==> src/rtl/gesture_pkg.sv <==
`default_nettype none
// ============================================================================
// Package : gesture_pkg
// Brief   : Shared types and constants for the gesture front-end
//           (stroke capture/replay and resampling).
// Rev     : 1.0 - initial release
// ============================================================================
package gesture_pkg;

  localparam int COORD_W       = 5;
  localparam int LEN_W         = 20;
  localparam int NUM_RESAMPLE  = 16;
  localparam int DEFAULT_DEPTH = 64;

  typedef enum logic [2:0] {
    ST_IDLE    = 3'd0,
    ST_CAPTURE = 3'd1,
    ST_PASS1   = 3'd2,
    ST_SETTLE  = 3'd3,
    ST_PASS2   = 3'd4,
    ST_DONE    = 3'd5
  } replay_state_t;

endpackage
`default_nettype wire

==> src/rtl/stroke_point_ram.sv <==
`default_nettype none
// ============================================================================
// Module : stroke_point_ram
// Brief  : DEPTH x DW register file, one synchronous write port and one
//          registered read port. A same-cycle write to the address being
//          read is forwarded so a single-point stroke replays its own point.
// Rev    : 1.0 - initial release
// ============================================================================
module stroke_point_ram #(
  parameter int DEPTH = 64,
  parameter int AW    = 6,
  parameter int DW    = 10
) (
  input  logic          i_clk,
  input  logic          i_rst_n,
  input  logic          wr_en,
  input  logic [AW-1:0] wr_addr,
  input  logic [DW-1:0] wr_data,
  input  logic [AW-1:0] rd_addr,
  output logic [DW-1:0] rd_data
);

  logic [DW-1:0] mem [DEPTH];

  // Point storage; contents need no reset because the point count gates use.
  always_ff @(posedge i_clk) begin
    if (wr_en) mem[wr_addr] <= wr_data;
  end

  // Registered read with write-through forwarding on address collision.
  always_ff @(posedge i_clk or negedge i_rst_n) begin
    if (!i_rst_n) begin
      rd_data <= '0;
    end else if (wr_en && (wr_addr == rd_addr)) begin
      rd_data <= wr_data;
    end else begin
      rd_data <= mem[rd_addr];
    end
  end

endmodule
`default_nettype wire

==> src/rtl/stroke_replay_buffer.sv <==
`default_nettype none
// ============================================================================
// Module : stroke_replay_buffer
// Brief  : Captures one stroke of (x,y) points, replays it once for the
//          length accumulator, waits one settle cycle, latches the total
//          length and replays it again for the resampler.
// Rev    : 1.0 - initial release
// ============================================================================
module stroke_replay_buffer
  import gesture_pkg::*;
#(
  parameter int DEPTH = DEFAULT_DEPTH,
  parameter int AW    = 6
) (
  input  logic               i_clk,
  input  logic               i_rst_n,
  input  logic               i_valid,
  input  logic [COORD_W-1:0] i_x,
  input  logic [COORD_W-1:0] i_y,
  input  logic               i_last,
  output logic               o_ready,
  input  logic [LEN_W-1:0]   i_total_length,
  output logic [COORD_W-1:0] o_pt_x,
  output logic [COORD_W-1:0] o_pt_y,
  output logic               o_len_valid,
  output logic               o_res_valid,
  output logic               o_first,
  output logic [LEN_W-1:0]   o_total_length,
  output logic [AW:0]        o_count,
  output logic               o_overflow,
  output logic               o_done
);

  replay_state_t state, state_nxt;
  logic [AW-1:0] rd_ptr, rd_ptr_nxt;
  logic [AW:0]   count;
  logic          overflow;
  logic          accept;
  logic          full;
  logic          last_rd;
  logic          wr_en;
  logic [AW-1:0] wr_addr;
  logic [2*COORD_W-1:0] rd_data;

  assign accept  = i_valid && o_ready;
  assign full    = (count == (AW+1)'(DEPTH));
  assign last_rd = ({1'b0, rd_ptr} == (count - 1'b1));

  // Next-state, next read address (issued a cycle ahead) and write control.
  always_comb begin
    state_nxt  = state;
    rd_ptr_nxt = rd_ptr;
    wr_en      = 1'b0;
    wr_addr    = count[AW-1:0];
    case (state)
      ST_IDLE: begin
        if (accept) begin
          wr_en      = 1'b1;
          wr_addr    = '0;
          rd_ptr_nxt = '0;
          state_nxt  = i_last ? ST_PASS1 : ST_CAPTURE;
        end
      end
      ST_CAPTURE: begin
        if (accept) begin
          wr_en = !full;
          if (i_last) begin
            rd_ptr_nxt = '0;
            state_nxt  = ST_PASS1;
          end
        end
      end
      ST_PASS1: begin
        if (last_rd) state_nxt = ST_SETTLE;
        else         rd_ptr_nxt = rd_ptr + AW'(1);
      end
      ST_SETTLE: begin
        rd_ptr_nxt = '0;
        state_nxt  = ST_PASS2;
      end
      ST_PASS2: begin
        if (last_rd) state_nxt = ST_DONE;
        else         rd_ptr_nxt = rd_ptr + AW'(1);
      end
      ST_DONE:  state_nxt = ST_IDLE;
      default:  state_nxt = ST_IDLE;
    endcase
  end

  // State and read pointer registers.
  always_ff @(posedge i_clk or negedge i_rst_n) begin
    if (!i_rst_n) begin
      state  <= ST_IDLE;
      rd_ptr <= '0;
    end else begin
      state  <= state_nxt;
      rd_ptr <= rd_ptr_nxt;
    end
  end

  // Point count and sticky overflow, both held until the next stroke starts.
  always_ff @(posedge i_clk or negedge i_rst_n) begin
    if (!i_rst_n) begin
      count    <= '0;
      overflow <= 1'b0;
    end else if (accept && (state == ST_IDLE)) begin
      count    <= (AW+1)'(1);
      overflow <= 1'b0;
    end else if (accept && (state == ST_CAPTURE)) begin
      if (full) overflow <= 1'b1;
      else      count    <= count + 1'b1;
    end
  end

  // Registered handshake/pass flags decoded from the upcoming state, plus
  // the length latch that closes the settle cycle.
  always_ff @(posedge i_clk or negedge i_rst_n) begin
    if (!i_rst_n) begin
      o_ready        <= 1'b1;
      o_len_valid    <= 1'b0;
      o_res_valid    <= 1'b0;
      o_first        <= 1'b0;
      o_done         <= 1'b0;
      o_total_length <= '0;
    end else begin
      o_ready     <= (state_nxt == ST_IDLE) || (state_nxt == ST_CAPTURE);
      o_len_valid <= (state_nxt == ST_PASS1);
      o_res_valid <= (state_nxt == ST_PASS2);
      o_first     <= ((state_nxt == ST_PASS1) && (state != ST_PASS1)) ||
                     ((state_nxt == ST_PASS2) && (state != ST_PASS2));
      o_done      <= (state_nxt == ST_DONE);
      if (state == ST_SETTLE) o_total_length <= i_total_length;
    end
  end

  stroke_point_ram #(
    .DEPTH (DEPTH),
    .AW    (AW),
    .DW    (2*COORD_W)
  ) u_ram (
    .i_clk   (i_clk),
    .i_rst_n (i_rst_n),
    .wr_en   (wr_en),
    .wr_addr (wr_addr),
    .wr_data ({i_x, i_y}),
    .rd_addr (rd_ptr_nxt),
    .rd_data (rd_data)
  );

  assign o_pt_x     = rd_data[2*COORD_W-1:COORD_W];
  assign o_pt_y     = rd_data[COORD_W-1:0];
  assign o_count    = count;
  assign o_overflow = overflow;

endmodule
`default_nettype wire

==> config.mk <==
export PLATFORM = sky130hd
export DESIGN_NAME = stroke_replay_buffer
export DESIGN_NICKNAME = d
export VERILOG_FILES = /design/src/rtl/gesture_pkg.sv /design/src/rtl/stroke_point_ram.sv /design/src/rtl/stroke_replay_buffer.sv
export SDC_FILE = /design/constraint.sdc
export NUM_CORES = 1
export LEC_CHECK = 0
export BUFFER_PORTS_ARGS = -buffer_cell sky130_fd_sc_hd__buf_2
export CAP_MARGIN = 0
export CORE_UTILIZATION = 45
export CTS_BUF_LIST = sky130_fd_sc_hd__clkbuf_8
export CTS_CLUSTER_SIZE = 40
export DETAILED_ROUTE_END_ITERATION = 12
export MAX_ROUTING_LAYER = met4
export SKIP_CTS_REPAIR_TIMING = 1
export SYNTH_ARGS = -nofsm -noshare
export SYNTH_HDL_FRONTEND = slang
export SYNTH_SLANG_ARGS = --single-unit
==> constraint.sdc <==
create_clock -name i_clk -period 4.3 [get_ports i_clk]
set_input_delay 0.43 -clock i_clk [delete_from_list [all_inputs] [get_ports i_clk]]
set_output_delay 0.43 -clock i_clk [all_outputs]
set_load 0.02 [all_outputs]
==> flow_metrics.env <==
export IMPL_io_pins=77
export IMPL_synth_top_area_share=0.6866
export IMPL_start_util=0.4544
export IMPL_layout_drive_gt1_share=0.1615
export IMPL_setup_viol=0
export IMPL_synthDistinctLibCells=66
export IMPL_ys_flop_type="edfxtp_1"
export IMPL_worstMarginPinSlew_ns=1.272
export IMPL_slowest_stage="a2111oi_1"
export IMPL_ir_drop_uv=459.0
export IMPL_via_per_inst=5.767
export IMPL_cpMostUsedCell="nand2_1"
export IMPL_finalHoldViolCount=0
export IMPL_synthArstFlopShare=0.07514
export IMPL_rsz0062_at_grt="false"
export IMPL_grt_max_degree=78
export IMPL_dieArea_mm2=0.06320
export IMPL_finalSetupTns_ns=0
export IMPL_htree_levels=3
export IMPL_r2r_slack_ns=0.15
export IMPL_crit_family="compound AO/OA/AOI/OAI gates"
export IMPL_finalPower_mw=19.88
export IMPL_endpoint_kind="register"
export IMPL_num_vias=18620
export IMPL_synthCells=2088
export IMPL_min_period_ns=4.146
export IMPL_synth_nets=2126
export IMPL_place_ws_ns=0.1366
export IMPL_grt_overflow=0
export IMPL_synth_edf_count=640
export IMPL_fin_ws_ns=0.1544
export IMPL_synthTopCellsByCount="edfxtp_1, nand2_1, nand3_1"
export IMPL_worstSetupPathType="register to register"
export IMPL_drcViolationCount=0
export IMPL_slowest_delay_ns=0.48
export IMPL_yosys_warnings=0
export IMPL_core_mm2=0.06160
export IMPL_track_usage=0.2627
export IMPL_ys_seq_area_frac=0.7331
export IMPL_cts_made_buffers=111
export IMPL_synth_avg_cell_area_um2=13.41
export IMPL_skew_ns=0.03630
export IMPL_synth_seq_cells=692
export IMPL_die_w_um=251.4
export IMPL_maxCapViolations=0
export IMPL_hold_path_class="input pin to register"
export IMPL_status="completed"
export IMPL_die_h_um=251.4
export IMPL_wirelength_mm=80.59
export IMPL_critPathRequiredTime_ns=4.92
export IMPL_worstPathCellList="inv_1 > ha_1 > nand2_1 > o211a_1 > o31a_1 > o311ai_1 > and2_4 > buf_12 > buf_4 > nand2_1 > and3_1 > a2111oi_1 > a211oi_1 > a32o_1 > a31oi_1"
export IMPL_critPathArrivalTime_ns=4.76
export IMPL_cts_tree="built"
export IMPL_synth_top_cell_by_area="edfxtp_1"
export IMPL_worstPathMaxFanout=71
export IMPL_slew_headroom=0.1491
export IMPL_clockBufferDepth=3
export IMPL_place_congestion=0.9043
export IMPL_clk_latency_ns=0.71
export IMPL_critPathBufInv=3
export IMPL_antenna_found_initial=3
export IMPL_dpl_hpwl_mm=50.20
export IMPL_grt_pass1_vias=17870
export IMPL_cts_clk_slew_worst_paths_ns=0.06
export IMPL_grt_pass1_wl_mm=117.8
export IMPL_drt_iter0_drc=2359
export IMPL_post_route_util=0.5247
export IMPL_num_rows=91
export IMPL_p_leak_nw=11.23
export IMPL_syn2layout_area_growth_pct=15.47
export IMPL_syn_area_mm2=0.02799
export IMPL_slew_violations=0
export IMPL_antenna_left=0
export IMPL_firstDrtPassIters=6
export IMPL_wl_per_cell_um=24.96
export IMPL_start_kind="register"
export IMPL_period_share=0.9641
export IMPL_port_buffers=76
export IMPL_cts_root_buf="clkbuf_8"
export IMPL_fin_nets=2330
export IMPL_power_density_mw_per_mm2=615.1
export IMPL_synth_most_common_cell="edfxtp_1"
export IMPL_yosys_top_cells_area="edfxtp_1, nand2_1, dfrtp_1"
export IMPL_fmax_ghz=0.2412
export IMPL_clkSinkCount=692
-- registers in the layout, summed over array words and instances (netlist names) --
| register | count |
|---|---|
| o_count | 7 |
| o_done | 1 |
| o_first | 1 |
| o_len_valid | 1 |
| o_overflow | 1 |
| o_ready | 1 |
| o_res_valid | 1 |
| o_total_length | 20 |
| rd_ptr | 6 |
| state | 3 |
| u_ram.mem | 640 |
| u_ram.rd_data | 10 |
-- worst register-to-register path, stage by stage, from the launching register on --
cell       delay (ns)
dfrtp_1          0.38
inv_1            0.16
ha_1             0.22
nand2_1          0.07
o211a_1          0.22
o31a_1           0.34
o311ai_1         0.38
and2_4           0.27
buf_12           0.32
buf_4            0.33
nand2_1          0.08
and3_1           0.16
a2111oi_1        0.48
a211oi_1         0.12
a32o_1           0.31
a31oi_1          0.22
-- routing by layer --
metal / vias up / part of all wire / track usage
met5: - / 0 / -
met4: 0 / 0.037 / 0.1028
met3: 166 / 0.095 / 0.06099
met2: 999 / 0.46 / 0.3906
met1: 9227 / 0.41 / 0.3504
li1: 8229 / - / -
-- where the power goes --
group / internal (mW) / switching, mW / leakage, nW / total, mW
combinational: 2.14 / 4.48 / 3.60 / 6.62
sequential: 7.64 / 0.195 / 6.39 / 7.83
clock: 2.84 / 2.59 / 1.23 / 5.43
total: 12.6 / 7.27 / 11.2 / 19.9
-- per-stage QoR --
stage,cells,hold slack [ns],instance area [um^2]
6_report,3229,0.08319,32320
5_1_grt,3229,0.05677,32320
4_1_cts,3205,-0.1358,32030
3_5_place_dp,2994,0.4887,29870
3_3_place_gp,2994,0.4796,29870
2_1_floorplan,2088,0.1344,27990
-- cells by family (layout without fill, tap and decap cells) --
group,count (synthesis),count (layout),synth area share
other,0,2,0
multiplexers,100,100,0.03679
AO/OA/AOI/OAI,236,236,0.06057
AND/OR/NAND/NOR,907,907,0.1397
XOR/XNOR,18,18,0.005632
adder cells (fa/ha/maj),4,4,0.001788
buffers and inverters,131,433,0.02239
flip-flops,692,692,0.7331
-- final cells by class --
class,instances,area [um^2]
flip-flops and latches,692,20520
multi-input cells,1265,6905
inverters,11,53.80
well taps,837,1047
clock inverters,86,441.7
fillers,5265,29280
diodes,2,5.005
clock buffers,125,1720
repair buffers,211,1628
-- layout by cell type, fill, tap and decap left out, types with 10 or more instances in the layout --
cell type / instances
edfxtp_1: 640
nand2_1: 503
nand3_1: 187
clkbuf_8: 125
nor2_1: 104
buf_4: 99
mux2i_1: 77
buf_2: 76
dfrtp_1: 51
a21oi_1: 45
nand4_1: 42
inv_1: 40
a31oi_1: 34
a32oi_1: 32
clkinv_1: 27
mux2_2: 23
dlygate4sd3_1: 21
clkinv_2: 20
o21ai_0: 19
and3_1: 17
nor3_1: 16
o22ai_1: 12
o211ai_1: 11
xnor2_1: 10
-- worst paths after layout --
kind                                    from                end  cells past startpoint
setup / recovery                  o_count[0]   u_ram.rd_data[0]                     15
hold / removal                        i_last            o_first                      3
setup reg to reg                  o_count[0]   u_ram.rd_data[0]                     15
hold reg to reg            o_total_length[8]  o_total_length[8]                      1
max in group asynchronous            i_rst_n          rd_ptr[5]                      3
min in group asynchronous            i_rst_n         o_count[2]                      3
No activity file was read; power rests on OpenSTA's default activity.
